File: src/rtl/wb_xbar_decoder_if.sv
// Wishbone crossbar decoder bus bundle: upstream master port, shared slave
// fan-out, per-slave return paths and the sticky shutdown request.
// slave  modport: the decoder's view.
// master modport: the surrounding system (master + slaves) view.
interface wb_xbar_decoder_if #(
  parameter int NUM_SLAVES = 4
);
  // upstream master
  logic                    i_wb_stb;
  logic                    i_wb_we;
  logic [31:0]             i_wb_addr;
  logic [31:0]             i_wb_data;
  logic [2:0]              i_wb_sel;
  logic [31:0]             o_wb_data;
  logic                    o_wb_ack;
  logic                    o_wb_err;
  logic                    o_wb_stall;
  // downstream slaves
  logic [NUM_SLAVES-1:0]    o_s_wb_stb;
  logic                     o_s_wb_we;
  logic [31:0]              o_s_wb_addr;
  logic [31:0]              o_s_wb_data;
  logic [2:0]               o_s_wb_sel;
  logic [NUM_SLAVES*32-1:0] i_s_wb_data;
  logic [NUM_SLAVES-1:0]    i_s_wb_ack;
  logic [NUM_SLAVES-1:0]    i_s_wb_stall;
  // control
  logic                     o_shutdown;

  modport slave (
    input  i_wb_stb, i_wb_we, i_wb_addr, i_wb_data, i_wb_sel,
    output o_wb_data, o_wb_ack, o_wb_err, o_wb_stall,
    output o_s_wb_stb, o_s_wb_we, o_s_wb_addr, o_s_wb_data, o_s_wb_sel,
    input  i_s_wb_data, i_s_wb_ack, i_s_wb_stall,
    output o_shutdown
  );

  modport master (
    output i_wb_stb, i_wb_we, i_wb_addr, i_wb_data, i_wb_sel,
    input  o_wb_data, o_wb_ack, o_wb_err, o_wb_stall,
    input  o_s_wb_stb, o_s_wb_we, o_s_wb_addr, o_s_wb_data, o_s_wb_sel,
    output i_s_wb_data, i_s_wb_ack, i_s_wb_stall,
    input  o_shutdown
  );
endinterface

File: src/rtl/wb_xbar_decoder.sv
// Wishbone 1-to-N address decoder with one outstanding transaction.
// Address-matched slaves see a one-hot strobe; their ack/data pass back
// combinationally. The shutdown register and unmapped addresses are answered
// locally one cycle after the strobe (error for unmapped).
// Optional build macro WB_XBAR_TIMEOUT_EN: adds a wait-cycle counter that
// terminates a silent slave with an error ack after TIMEOUT_CYCLES cycles.

// Per-slave address match: (addr & MASK) == BASE.
module wb_xbar_hit #(
  parameter logic [31:0] BASE = 32'h0,
  parameter logic [31:0] MASK = 32'h0
) (
  input  logic [31:0] addr,
  output logic        hit
);
  assign hit = ((addr & MASK) == BASE);
endmodule

module wb_xbar_decoder #(
  parameter int                         NUM_SLAVES     = 4,
  parameter logic [NUM_SLAVES*32-1:0]   SLAVE_BASE     = {32'h2000_0000, 32'hFFFF_FFF1,
                                                          32'h1000_0000, 32'h0000_0000},
  parameter logic [NUM_SLAVES*32-1:0]   SLAVE_MASK     = {32'hFF00_0000, 32'hFFFF_FFFF,
                                                          32'hFFFF_F000, 32'hFFFF_0000},
  parameter logic [31:0]                SHUTDOWN_ADDR  = 32'hFFFF_FFF2,
  parameter int                         TIMEOUT_CYCLES = 255
) (
  input  logic                 i_clk,
  input  logic                 i_reset_n,
  wb_xbar_decoder_if.slave     bus
);
  localparam int SW = (NUM_SLAVES > 1) ? $clog2(NUM_SLAVES) : 1;

  localparam logic [1:0] S_IDLE = 2'd0;
  localparam logic [1:0] S_WAIT = 2'd1;
  localparam logic [1:0] S_RESP = 2'd2;

  // Reject illegal configurations at elaboration.
  if (NUM_SLAVES < 1 || NUM_SLAVES > 8) begin : g_bad_ns
    $error("wb_xbar_decoder: NUM_SLAVES must be 1..8");
  end
  if (TIMEOUT_CYCLES < 1 || TIMEOUT_CYCLES > 255) begin : g_bad_tmo
    $error("wb_xbar_decoder: TIMEOUT_CYCLES must be 1..255");
  end

  logic [1:0]            state_q;
  logic [SW-1:0]         sel_q;
  logic                  err_q;
  logic                  shutdown_q;
  logic [NUM_SLAVES-1:0] hit;
  logic [NUM_SLAVES-1:0] win_oh;
  logic [SW-1:0]         win_idx;
  logic                  any_hit;
  logic                  shut_hit;
  logic                  win_stall;
  logic                  sel_ack;
  logic [31:0]           sel_data;

  // One comparator per slave window.
  for (genvar k = 0; k < NUM_SLAVES; k++) begin : g_hit
    wb_xbar_hit #(
      .BASE (SLAVE_BASE[32*k +: 32]),
      .MASK (SLAVE_MASK[32*k +: 32])
    ) u_hit (
      .addr (bus.i_wb_addr),
      .hit  (hit[k])
    );
  end

  // The shutdown register shadows every slave window.
  assign shut_hit = (bus.i_wb_addr == SHUTDOWN_ADDR);

  // Priority pick: lowest-numbered matching slave wins.
  always_comb begin
    win_oh  = '0;
    win_idx = '0;
    any_hit = 1'b0;
    for (int k = 0; k < NUM_SLAVES; k++) begin
      if (!shut_hit && !any_hit && hit[k]) begin
        win_oh[k] = 1'b1;
        win_idx   = SW'(k);
        any_hit   = 1'b1;
      end
    end
  end

  assign win_stall = |(win_oh & bus.i_s_wb_stall);

  // Return-path mux for the slave owning the outstanding transaction.
  always_comb begin
    sel_ack  = 1'b0;
    sel_data = 32'hFFFF_FFFF;
    for (int k = 0; k < NUM_SLAVES; k++) begin
      if (sel_q == SW'(k)) begin
        sel_ack  = bus.i_s_wb_ack[k];
        sel_data = bus.i_s_wb_data[32*k +: 32];
      end
    end
  end

  // Request fields fan out unchanged to every slave.
  assign bus.o_s_wb_we   = bus.i_wb_we;
  assign bus.o_s_wb_addr = bus.i_wb_addr;
  assign bus.o_s_wb_data = bus.i_wb_data;
  assign bus.o_s_wb_sel  = bus.i_wb_sel;
  assign bus.o_shutdown  = shutdown_q;

  // Bus outputs per state; everything is held quiet while reset is asserted.
  always_comb begin
    bus.o_s_wb_stb = '0;
    bus.o_wb_ack   = 1'b0;
    bus.o_wb_err   = 1'b0;
    bus.o_wb_stall = 1'b0;
    bus.o_wb_data  = 32'hFFFF_FFFF;
    if (i_reset_n) begin
      case (state_q)
        S_IDLE: begin
          bus.o_s_wb_stb = bus.i_wb_stb ? win_oh : '0;
          bus.o_wb_stall = win_stall;
        end
        S_WAIT: begin
          bus.o_wb_stall = 1'b1;
          bus.o_wb_ack   = sel_ack;
          bus.o_wb_data  = sel_data;
        end
        S_RESP: begin
          bus.o_wb_stall = 1'b1;
          bus.o_wb_ack   = 1'b1;
          bus.o_wb_err   = err_q;
        end
        default: ;
      endcase
    end
  end

`ifdef WB_XBAR_TIMEOUT_EN
  logic [7:0] cnt_q;
`endif

  // Transaction sequencer: accept, wait for the owning slave, or respond locally.
  always_ff @(posedge i_clk or negedge i_reset_n) begin
    if (!i_reset_n) begin
      state_q    <= S_IDLE;
      sel_q      <= '0;
      err_q      <= 1'b0;
      shutdown_q <= 1'b0;
`ifdef WB_XBAR_TIMEOUT_EN
      cnt_q      <= '0;
`endif
    end else begin
      case (state_q)
        S_IDLE: begin
          if (bus.i_wb_stb) begin
            if (shut_hit) begin
              state_q <= S_RESP;
              err_q   <= 1'b0;
              if (bus.i_wb_we && bus.i_wb_data == 32'h1) shutdown_q <= 1'b1;
            end else if (any_hit) begin
              if (!win_stall) begin
                sel_q   <= win_idx;
                state_q <= S_WAIT;
`ifdef WB_XBAR_TIMEOUT_EN
                cnt_q   <= '0;
`endif
              end
            end else begin
              state_q <= S_RESP;
              err_q   <= 1'b1;
            end
          end
        end
        S_WAIT: begin
          if (sel_ack) begin
            state_q <= S_IDLE;
          end
`ifdef WB_XBAR_TIMEOUT_EN
          // Last counted cycle without an ack: give up with an error.
          else if (cnt_q == 8'(TIMEOUT_CYCLES - 1)) begin
            state_q <= S_RESP;
            err_q   <= 1'b1;
          end else begin
            cnt_q <= cnt_q + 8'd1;
          end
`endif
        end
        S_RESP:  state_q <= S_IDLE;
        default: state_q <= S_IDLE;
      endcase
    end
  end
endmodule

File: src/flat_wrapper.sv
// flat-port wrapper written by rule: the top's interface ports become plain ports
module wb_xbar_decoder_flat 
#(
  parameter int                         NUM_SLAVES     = 4,
  parameter logic [NUM_SLAVES*32-1:0]   SLAVE_BASE     = {32'h2000_0000, 32'hFFFF_FFF1,
                                                          32'h1000_0000, 32'h0000_0000},
  parameter logic [NUM_SLAVES*32-1:0]   SLAVE_MASK     = {32'hFF00_0000, 32'hFFFF_FFFF,
                                                          32'hFFFF_F000, 32'hFFFF_0000},
  parameter logic [31:0]                SHUTDOWN_ADDR  = 32'hFFFF_FFF2,
  parameter int                         TIMEOUT_CYCLES = 255
)
  (i_clk, i_reset_n, bus_i_wb_stb, bus_i_wb_we, bus_i_wb_addr, bus_i_wb_data, bus_i_wb_sel, bus_o_wb_data, bus_o_wb_ack, bus_o_wb_err, bus_o_wb_stall, bus_o_s_wb_stb, bus_o_s_wb_we, bus_o_s_wb_addr, bus_o_s_wb_data, bus_o_s_wb_sel, bus_i_s_wb_data, bus_i_s_wb_ack, bus_i_s_wb_stall, bus_o_shutdown);
  wb_xbar_decoder_if #(.NUM_SLAVES(NUM_SLAVES)) bus_i ();
  input  logic i_clk;
  input  logic i_reset_n;
  input wire logic [$bits(bus_i.i_wb_stb)-1:0] bus_i_wb_stb;
  input wire logic [$bits(bus_i.i_wb_we)-1:0] bus_i_wb_we;
  input wire logic [$bits(bus_i.i_wb_addr)-1:0] bus_i_wb_addr;
  input wire logic [$bits(bus_i.i_wb_data)-1:0] bus_i_wb_data;
  input wire logic [$bits(bus_i.i_wb_sel)-1:0] bus_i_wb_sel;
  output wire logic [$bits(bus_i.o_wb_data)-1:0] bus_o_wb_data;
  output wire logic [$bits(bus_i.o_wb_ack)-1:0] bus_o_wb_ack;
  output wire logic [$bits(bus_i.o_wb_err)-1:0] bus_o_wb_err;
  output wire logic [$bits(bus_i.o_wb_stall)-1:0] bus_o_wb_stall;
  output wire logic [$bits(bus_i.o_s_wb_stb)-1:0] bus_o_s_wb_stb;
  output wire logic [$bits(bus_i.o_s_wb_we)-1:0] bus_o_s_wb_we;
  output wire logic [$bits(bus_i.o_s_wb_addr)-1:0] bus_o_s_wb_addr;
  output wire logic [$bits(bus_i.o_s_wb_data)-1:0] bus_o_s_wb_data;
  output wire logic [$bits(bus_i.o_s_wb_sel)-1:0] bus_o_s_wb_sel;
  input wire logic [$bits(bus_i.i_s_wb_data)-1:0] bus_i_s_wb_data;
  input wire logic [$bits(bus_i.i_s_wb_ack)-1:0] bus_i_s_wb_ack;
  input wire logic [$bits(bus_i.i_s_wb_stall)-1:0] bus_i_s_wb_stall;
  output wire logic [$bits(bus_i.o_shutdown)-1:0] bus_o_shutdown;
  assign bus_i.i_wb_stb = bus_i_wb_stb;
  assign bus_i.i_wb_we = bus_i_wb_we;
  assign bus_i.i_wb_addr = bus_i_wb_addr;
  assign bus_i.i_wb_data = bus_i_wb_data;
  assign bus_i.i_wb_sel = bus_i_wb_sel;
  assign bus_o_wb_data = bus_i.o_wb_data;
  assign bus_o_wb_ack = bus_i.o_wb_ack;
  assign bus_o_wb_err = bus_i.o_wb_err;
  assign bus_o_wb_stall = bus_i.o_wb_stall;
  assign bus_o_s_wb_stb = bus_i.o_s_wb_stb;
  assign bus_o_s_wb_we = bus_i.o_s_wb_we;
  assign bus_o_s_wb_addr = bus_i.o_s_wb_addr;
  assign bus_o_s_wb_data = bus_i.o_s_wb_data;
  assign bus_o_s_wb_sel = bus_i.o_s_wb_sel;
  assign bus_i.i_s_wb_data = bus_i_s_wb_data;
  assign bus_i.i_s_wb_ack = bus_i_s_wb_ack;
  assign bus_i.i_s_wb_stall = bus_i_s_wb_stall;
  assign bus_o_shutdown = bus_i.o_shutdown;
  wb_xbar_decoder #(.NUM_SLAVES(NUM_SLAVES), .SLAVE_BASE(SLAVE_BASE), .SLAVE_MASK(SLAVE_MASK), .SHUTDOWN_ADDR(SHUTDOWN_ADDR), .TIMEOUT_CYCLES(TIMEOUT_CYCLES)) u_core (.i_clk(i_clk), .i_reset_n(i_reset_n), .bus(bus_i));
endmodule
File: config.mk
export PLATFORM = sky130hd
export DESIGN_NAME = wb_xbar_decoder_flat
export DESIGN_NICKNAME = d
export VERILOG_FILES = /design/src/rtl/wb_xbar_decoder_if.sv /design/src/rtl/wb_xbar_decoder.sv /design/src/flat_wrapper.sv
export SDC_FILE = /design/constraint.sdc
export NUM_CORES = 1
export LEC_CHECK = 0
export BUFFER_PORTS_ARGS = -buffer_cell sky130_fd_sc_hd__buf_2
export CAP_MARGIN = 20
export CORE_AREA = 2 2 122 124
export CTS_BUF_LIST = sky130_fd_sc_hd__clkbuf_16
export DETAILED_ROUTE_END_ITERATION = 7
export DIE_AREA = 0 0 124 126
export GPL_ROUTABILITY_DRIVEN = 1
export MAX_ROUTING_LAYER = met4
export PLACE_DENSITY = 0.57
export SLEW_MARGIN = 20
export SYNTH_ARGS = -nofsm -noshare
export SYNTH_HDL_FRONTEND = slang
export SYNTH_SLANG_ARGS = --single-unit
export TNS_END_PERCENT = 50
File: constraint.sdc
create_clock -name i_clk -period 3.5 [get_ports i_clk]
set_input_delay 0.525 -clock i_clk [delete_from_list [all_inputs] [get_ports i_clk]]
set_output_delay 0.525 -clock i_clk [all_outputs]
set_load 0.01 [all_outputs]
After elaboration in Yosys (flattened, before gate mapping) --
Index checks and enable logic that the tools add are counted.
Operators by class: equal/unequal tests 14, multiplexer cells 37, bitwise operators 3, reduce and logical (&&, ||, !) cells 21
Operator list (number):
- 32-bit two-way mux | 6
- 32-bit == test (second input constant) | 2
- 32-bit by 1-bit == test with 1-bit output (second input constant) | 1
- 32-bit zero test | 1
- 20-bit by 17-bit == test with 1-bit output (second input constant) | 1
- 1-bit two-way mux | 18
- 2-bit two-way mux | 7
- 4-bit two-way mux | 3
- 8-bit by 6-bit == test with 1-bit output (second input constant) | 1
- 1-bit logical AND | 8
- 2-bit == test (second input constant) | 3
- 3-bit AND reduction | 2
- 5-bit AND reduction | 1
- 4-bit AND | 1
- 2-bit by 1-bit == test with 1-bit output (second input constant) | 2
- 1-bit zero test | 4
- 2-bit zero test | 2
- 2-bit != test (second input constant) | 2
- 4-bit != test (second input constant) | 1
- 1-bit one-hot mux with 2 select lines | 2
- 2-bit one-hot mux with 2 select lines | 1
- 4-bit AND reduction | 1
- 4-bit OR reduction | 1
- 2-bit by 1-bit != test with 1-bit output (second input constant) | 1
- other kinds (2) | 3
Storage, ports and cells: register bits 6, input port bits 207, output and inout port bits 108

Depth between registers and ports, before layout --
Gate-level depths: netlist of run 1.
word-level depth 23, depth in mapped cells 6

Hierarchy --
From an unflattened synthesis of run 1, not the netlist that was laid out.
Unflattened totals: cell total of the unflattened synthesis 246, area, all modules 2333.5 sq um
By module, submodules not included:
- wb_xbar_decoder | instances 1, cells an instance 219, area an instance 2137.0 sq um
- wb_xbar_hit (u_core.g_hit[2].u_hit) | instances 1, cells an instance 11, area an instance 77.6 sq um
- wb_xbar_hit (u_core.g_hit[1].u_hit) | instances 1, cells an instance 8, area an instance 65.1 sq um
- wb_xbar_hit (u_core.g_hit[0].u_hit) | instances 1, cells an instance 5, area an instance 33.8 sq um
- wb_xbar_hit (u_core.g_hit[3].u_hit) | instances 1, cells an instance 3, area an instance 20.0 sq um

Worst setup path before layout of run 1 --
Ideal clock, no wire load.
kind input -> output, start input port bus_i_wb_addr[3], end output port bus_o_wb_stall, data arrival time 1709 ps, data required time 2975 ps, path slack 1266 ps, stages 6, buffers on the path 0, cell sequence nand4b_1 nor4_4 nand4_1 nand3_1 a21oi_1 nor3b_1
Between the ends: word-level cells in the longest chain between the ends 20, elaborated cells between the ends (all ways) 23, those cells by class eq/ne: 2; mux: 8; bitwise: 1; reduce/logical: 12
Ends and longest elaborated chain:
- start: declaration | line flat_wrapper.sv:18 | input wire logic [$bits(bus_i.i_wb_addr)-1:0] bus_i_wb_addr;
- 32-bit == test | line wb_xbar_decoder.sv:71 | assign shut_hit = (bus.i_wb_addr == SHUTDOWN_ADDR);
- 1-bit zero test | line wb_xbar_decoder.sv:79 | if (!shut_hit && !any_hit && hit[k]) begin
- 1-bit logical AND | line wb_xbar_decoder.sv:79
- 1-bit two-way mux | line wb_xbar_decoder.sv:79
- 1-bit zero test | line wb_xbar_decoder.sv:79
- 1-bit logical AND (2 in series) | line wb_xbar_decoder.sv:79
- 1-bit two-way mux | line wb_xbar_decoder.sv:79
- 1-bit zero test | line wb_xbar_decoder.sv:79
- 1-bit logical AND (2 in series) | line wb_xbar_decoder.sv:79
- 1-bit two-way mux | line wb_xbar_decoder.sv:79
- 1-bit zero test | line wb_xbar_decoder.sv:79
- 1-bit logical AND (2 in series) | line wb_xbar_decoder.sv:79
- 1-bit two-way mux | line wb_xbar_decoder.sv:79
- 4-bit AND * | line wb_xbar_decoder.sv:87 | assign win_stall = |(win_oh & bus.i_s_wb_stall);
- 4-bit OR reduction * | line wb_xbar_decoder.sv:87
- 1-bit one-hot mux with 2 select lines * | line wb_xbar_decoder.sv:116 | case (state_q)
- 1-bit two-way mux * | line wb_xbar_decoder.sv:115 | if (i_reset_n) begin
- end: declaration | line flat_wrapper.sv:24 | output wire logic [$bits(bus_i.o_wb_stall)-1:0] bus_o_wb_stall;
Every way passes the cells marked *; elsewhere a longest branch is shown, timed or not.

Worst setup path in the final report of run 1 --
start input port bus_i_wb_addr[16], end output port bus_o_wb_stall
Same word-level chain as after synthesis.

==> results.md, run 1 <==
* Die footprint at 15600 sq um
* Total power at 614 uW
* RSZ-0062 raised after global routing: false
* Max FO, Critical Path at 4
* Final Critical Period at 2.61 ns
* Clock power frac at 0.308
* Number of cells produced by synthesis at 234
* H-tree depth at 1
* CTS tree: yes
* VDD IR-drop max at 124 uV
* Synth area leader: mux4_2
* Slew Viols, Final at 0
* Worst Path Arrival at 2.08 ns
* Clock transition at the registers of the reported paths at 0.03 ns
* Syn nets at 445
* Slew at the pin with the worst max-slew slack at 0.672 ns
* Avg Inst Size Synth at 9.52 sq um
* WL/cell at 15.9 microns
* First-pass GRT wire length at 13.8 mm
* Int Power at 416 uW
* Vias in the first global route at 2642
* # DRC at 0
* Hold-fix buffers at CTS at 0
* Sw frac at 0.322
* CP endpoint kind: output pin
* Drt first pass iters at 4
* Later-pin clock latency in the skew report at 0.23 ns
* Seq pwr share at 0.128
* Startpoint Class: input port
* Fin nets at 683
* Total CTS buffers at 3
* GRT Residual Overflow at 0
* Post-Layout Inst Area at 3570 sq um
* Pre-CTS setup slack at 0.880 ns
* Final hold violations at 0
* Pwr Density at 172 nW/um^2
* Setup CP Type: in -> out
* Setup violators final at 0
* Layout Skew at 0.00153 ns
* Fmax at 0.383 GHz
* Post-synthesis sequential area ratio at 0.0674
* Filler cells at 1632
* IO buf count at 308
* Post-CTS setup buffer count at 0
* Row Count at 44
* Worst setup margin at 0.892 ns
* Core area at 14300 sq um
* Via/cell ratio at 4.20
* MaxCap Viol Count at 0
* Relative slew slack at 0.546
* Status: complete, no violations
* Dominant cells by area after synthesis: mux4_2 33%, buf_4 23%, or2_2 9.3%, dfrtp_1 6.7%, ha_1 2.2%
* Worst min-delay path category: in -> async
* CP Data Required Time at 2.97 ns
* Leakage at 0.00170 uW
* Final Cycle Share at 0.745
* Number of clock sinks at 6
* Synth warnings at 0
* Top FF cell, synth: dfrtp_1
* Total I/O pin count at 315
* Psw at 198 uW
* Synth top area share at 0.334
* Die Height at 126 microns
* Post-cts repair resize count at 0
* Placed cell area at 3490 sq um
* Post-synth EDFFs at 0
* Final TNS setup at 0 ns
* P&R area growth vs syn at 60.1%
* Largest net degree at the start of global routing at 34
* Antenna violations before repair at 1
* Final ANT Viol Nets at 0
* Logic pwr share at 0.564
* Synth top cells by count: 68 x buf_4, 33 x mux4_2, 33 x or2_2, 9 x nand2_1
* Most common cell in the netlist: buf_4
* Layout cells sized above 1 at 0.832
* Reg2reg path depth at 5
* Clock tree root driver cell: clkbuf_16
* Global-route usage over all layers at 0.122
* Flops & latches, synth at 6
* Total number of vias at 2756
* DR iter-0 viols at 67
* Post-DP HPWL at 9.44 mm
* WL final at 10.5 mm
* Post-synthesis cell type count at 39
* Clk buf depth at 2
* RePlAce Congestion at 0.909
* Ys async rst share at 1.00
* Die Wd at 124 microns
* Starting density of the core at 0.156
* Mapped Area at 2230 sq um
-- path summary, 6_finish.rpt --
check,startpoint,endpoint,slack [ns]
max reg2reg,u_core.sel_q[0]$_DFFE_PN0P_,u_core.state_q[1]$_DFFE_PN0P_,1.55
max,bus_i_wb_addr[16],bus_o_wb_stall,0.89
max in group asynchronous,i_reset_n,u_core.sel_q[0]$_DFFE_PN0P_,3.12
min in group i_clk,u_core.err_q$_DFFE_PN0P_,u_core.err_q$_DFFE_PN0P_,0.50
min,i_reset_n,u_core.bus.o_shutdown$_DFFE_PN0P_,0.16
min reg2reg,u_core.err_q$_DFFE_PN0P_,u_core.err_q$_DFFE_PN0P_,0.50
-- area by class of cell --
| type | count | area [sq um] | share of cell area |
|---|---|---|---|
| Inverter | 5 | 18.8 | 0.00526 |
| Multi-Input combinational cell | 144 | 1500 | 0.421 |
| Antenna cell | 1 | 2.50 | 0.000701 |
| Sequential cell | 6 | 151 | 0.0424 |
| Clock inverter | 1 | 3.75 | 0.00105 |
| Timing Repair Buffer | 312 | 1580 | 0.444 |
| Clock buffer | 3 | 75.1 | 0.0210 |
| Tap cell | 184 | 230 | 0.0645 |
-- placed cells by master (no fill, tap or decap), types with 2 or more instances in the layout --
cell type / count
buf_4: 3
ha_1: 4
nand3_1: 7
nand2_1: 9
mux4_2: 33
nor2_1: 6
or2_2: 33
dfrtp_1: 5
nand3_2: 2
clkbuf_16: 3
nor3_1: 3
nand4_1: 8
nor2b_1: 2
nor4_4: 2
nand4b_1: 2
nor4_1: 8
a21oi_1: 3
nor4b_1: 4
buf_2: 308
inv_1: 6
-- metrics by stage --
stage / hold WS [ns] / cells / utilization
after floorplan: 0.229 / 234 / -
after global placement: 0.413 / 651 / 0.244
after detailed placement: 0.410 / 651 / 0.244
after CTS: 0.170 / 655 / 0.249
after global routing: 0.173 / 656 / 0.249
final: 0.163 / 656 / 0.249
-- critical path: stages --
cell     delay, ns
buf_2         0.12
nor4_1        0.43
nand4_2       0.19
or2_1         0.29
nand3_1       0.10
a21oi_1       0.07
nor3b_1       0.17
buf_2         0.18
-- state kept, by name, indices dropped and copies added, names as in the netlist --
signal / flops
u_core.bus.o_shutdown: 1
u_core.state_q: 2
u_core.sel_q: 2
u_core.err_q: 1
-- logic make-up after synthesis --
kind of cell / share of synthesized area
and+or+nand+nor: 0.282
buffers and inverters: 0.258
muxes: 0.334
AOI/OAI and AO/OA: 0.0359
DFF: 0.0674
adders and majority gates: 0.0225
-- power groups by stage --
| stage | Combinational, uW | Clock, uW | Sequential (uW) |
|---|---|---|---|
| finish | 346 | 189 | 78.8 |
| global route | 380 | 197 | 79.8 |
| CTS | 355 | 194 | 79.0 |
| detailed placement | 353 | 0 | 79.9 |
| global placement | 350 | 0 | 79.8 |
| floorplan | 206 | 0 | 75.7 |
-- layer usage --
layer | vias up | GRT usage | routed length (microns)
met5 | - | - | 0
met4 | 0 | 0.0350 | 201
met3 | 12 | 0.0163 | 1060
met2 | 192 | 0.236 | 5420
met1 | 1261 | 0.126 | 3770
li1 | 1291 | - | -
No activity file was read; power rests on OpenSTA's default activity.
==> run 2: changes to the inputs <==
Settings changed: CORE_AREA 2 2 122 124 to 2 2 123 125, DIE_AREA 0 0 124 126 to 0 0 125 127, PLACE_DENSITY 0.57 to 0.58.
Clock period 3.5 ns to 2.1 ns, I/O delays scaled along.
==> run 2 against run 1 <==
The flow now finishes with violations (setup timing). Non-clock buffer count rose by 17. First-iteration DRC count rose by 43%. Worst hold slack got worse by 0.14 ns. Sequential power rose by 66%. Combinational power rose by 82%. Clock skew barely moved. Critical path type is now reg -> out.
==> results.md, run 2 (synthesized netlist as in run 1, its figures left out) <==
* Most common cell after layout, fill and taps aside: buf_2
* Worst Path Arrival at 1.81 ns (-0.27 ns)
* Worst min-delay path category: in -> async
* Global-route usage over all layers at 0.116 (-0.00623)
* Final Critical Period at 2.12 ns
* Die Wd at 125 microns (+0.81%)
* Via/cell ratio at 4.22 (+0.45%)
* Worst path slowest cell: mux4_2
* Launching point of the worst reg2reg path: u_core.sel_q[0]$_DFFE_PN0P_
* CTS tree: yes
* Final TNS setup at -0.0403 ns (-0.0403 ns)
* RePlAce Congestion at 0.819 (-10%)
* Setup violators final at 5 (+5)
* MaxCap Viol Count at 0 (unchanged)
* DR iter-0 viols at 96 (+43%)
* Startpoint Class: flop
* H-tree depth at 1 (unchanged)
* First-pass GRT wire length at 14.4 mm (+3.7%)
* ANT cells at 0 (-1)
* Total number of vias at 2836 (+2.9%)
* Drt first pass iters at 4 (unchanged)
* Clock tree root driver cell: clkbuf_16
* CP max stage delay at 0.50 ns (+0.07 ns)
* Biggest regs: u_core.sel_q x2, u_core.state_q x2
* GRT Residual Overflow at 0 (unchanged)
* Total I/O pin count at 315 (unchanged)
* Number of clock sinks at 6 (unchanged)
* Clock transition at the registers of the reported paths at 0.04 ns (about the same)
* Die Height at 127 microns (+0.79%)
* Reg-to-reg setup timing slack at 0.27 ns (-1.28 ns)
* Largest net degree at the start of global routing at 33 (-2.9%)
* CP endpoint kind: output pin
* Leakage at 0.00198 uW (+16%)
* Pre-CTS setup slack at 0.0171 ns (-0.863 ns)
* Worst setup margin at -0.0209 ns (-0.913 ns)
* Hold WS at 0.0192 ns (-0.143 ns)
* Later-pin clock latency in the skew report at 0.23 ns (about the same)
* Setup CP Type: reg -> out
* Fmax at 0.472 GHz
* Reg2reg path depth at 6 (+1)
* RR Endpoint: u_core.state_q[0]$_DFFE_PN0P_
* Layout cells sized above 1 at 0.848 (+0.0161)
* Antenna violations before repair at 0 (-1)
* RSZ-0062 raised after global routing: true
* Starting density of the core at 0.154 (-0.00119)
* Clk buf depth at 2 (unchanged)
* Final Cycle Share at 1.01
* Die footprint at 15900 sq um (+1.6%)
* Layout Skew at 0.00113 ns (-0.000402 ns)
* Max FO, Critical Path at 7 (+3)
* IO buf count at 308 (unchanged)
* Row Count at 44 (unchanged)
* Failing checks: setup timing
* CP Data Required Time at 1.78 ns (-1.19 ns)
* Slew at the pin with the worst max-slew slack at 0.457 ns (-0.215 ns)
* WL/cell at 14.7 microns (-7.7%)
* Post-DP HPWL at 8.62 mm (-8.7%)
* Pwr Density at 263 nW/um^2 (+53%)
* Status: finished with violations
* Slew Viols, Final at 0 (unchanged)
* Kind of cell adding the most delay to the critical path: multiplexers
* WL final at 9.89 mm (-5.5%)
* Final ANT Viol Nets at 0 (unchanged)
* Total power at 1070 uW (+75%)
* VDD IR-drop max at 269 uV (+120%)
* Vias in the first global route at 2782 (+5.3%)
* Final hold violations at 0 (unchanged)
* Critical path buffers and inverters at 3 (+1)
* # DRC at 0 (unchanged)
* Core area at 14400 sq um (+0.77%)
* Commonest non-fill, non-tap cells in the layout: 277 x buf_2, 33 x mux4_2, 32 x or2_4
* Fin nets at 700 (+2.5%)
* Finished Core Util at 0.284 (+0.0344)
* Worst path cell trace: buf_12 -> buf_8 -> mux4_2 -> or2_4 -> buf_6
* Total CTS buffers at 3 (unchanged)
* Relative slew slack at 0.691 (+0.145)
* P&R area growth vs syn at 83.6%
run 2: layer usage:
| metal | up-vias | wire length [microns] | track usage |
|---|---|---|---|
| li1 | 1330 | - | - |
| met1 | 1304 | 3610 | 0.128 |
| met2 | 196 | 5270 | 0.223 |
| met3 | 6 | 929 | 0.0222 |
| met4 | 0 | 76 | 0.0137 |
| met5 | - | 0 | - |
run 2: what timing repair did:
action                                 4_1_cts  5_1_grt
pin swaps                                    3        7
setup buffers                                1        1
hold buffers                                 0        0
gates cloned                                 1        0
endpoints found under the hold margin        0        0
setup endpoints to repair                   28       32
resized for setup                           58       26
run 2: worst max-delay path by stage:
stage,start,to,slack (ns),cells after the start
floorplan,u_core.sel_q[0]$_DFFE_PN0P_,bus_o_wb_data[10],0.17,4
global placement,bus_i_wb_addr[24],bus_o_wb_stall,0.04,8
detailed placement,bus_i_wb_addr[16],bus_o_wb_stall,0.02,8
CTS,u_core.sel_q[0]$_DFFE_PN0P_,bus_o_wb_data[4],-0.05,5
global route,u_core.sel_q[0]$_DFFE_PN0P_,bus_o_wb_data[18],-0.08,5
finish,u_core.sel_q[0]$_DFFE_PN0P_,bus_o_wb_data[18],-0.02,5
run 2: where the power goes:
part           internal, uW  switching, uW
clock                   247           66.1
combinational           369            261
sequential              122           8.17
total                   739            335
run 2: final cells by class:
class	instances	area, sq um
clock buffers	3	75.1
inverters	5	18.8
flip-flops and latches	6	151
multi-input cells	144	1610
clock inverters	1	3.75
repair buffers	329	2000
well taps	184	230
fillers	1552	10300
run 2: worst reg2reg max path: cells and delay by family (launching register included):
kind | cells | cell delay [ns]
buffers and inverters | 2 | 0.28
multiplexers | 1 | 0.41
AND/OR/NAND/NOR | 3 | 0.65
flip-flops | 1 | 0.43
run 2: stage by stage:
stage / cells / instance area, sq um
2_1_floorplan: 234 / 2230
3_3_place_gp: 665 / 3600
3_5_place_dp: 665 / 3600
4_1_cts: 671 / 3970
5_1_grt: 672 / 4090
6_report: 672 / 4090
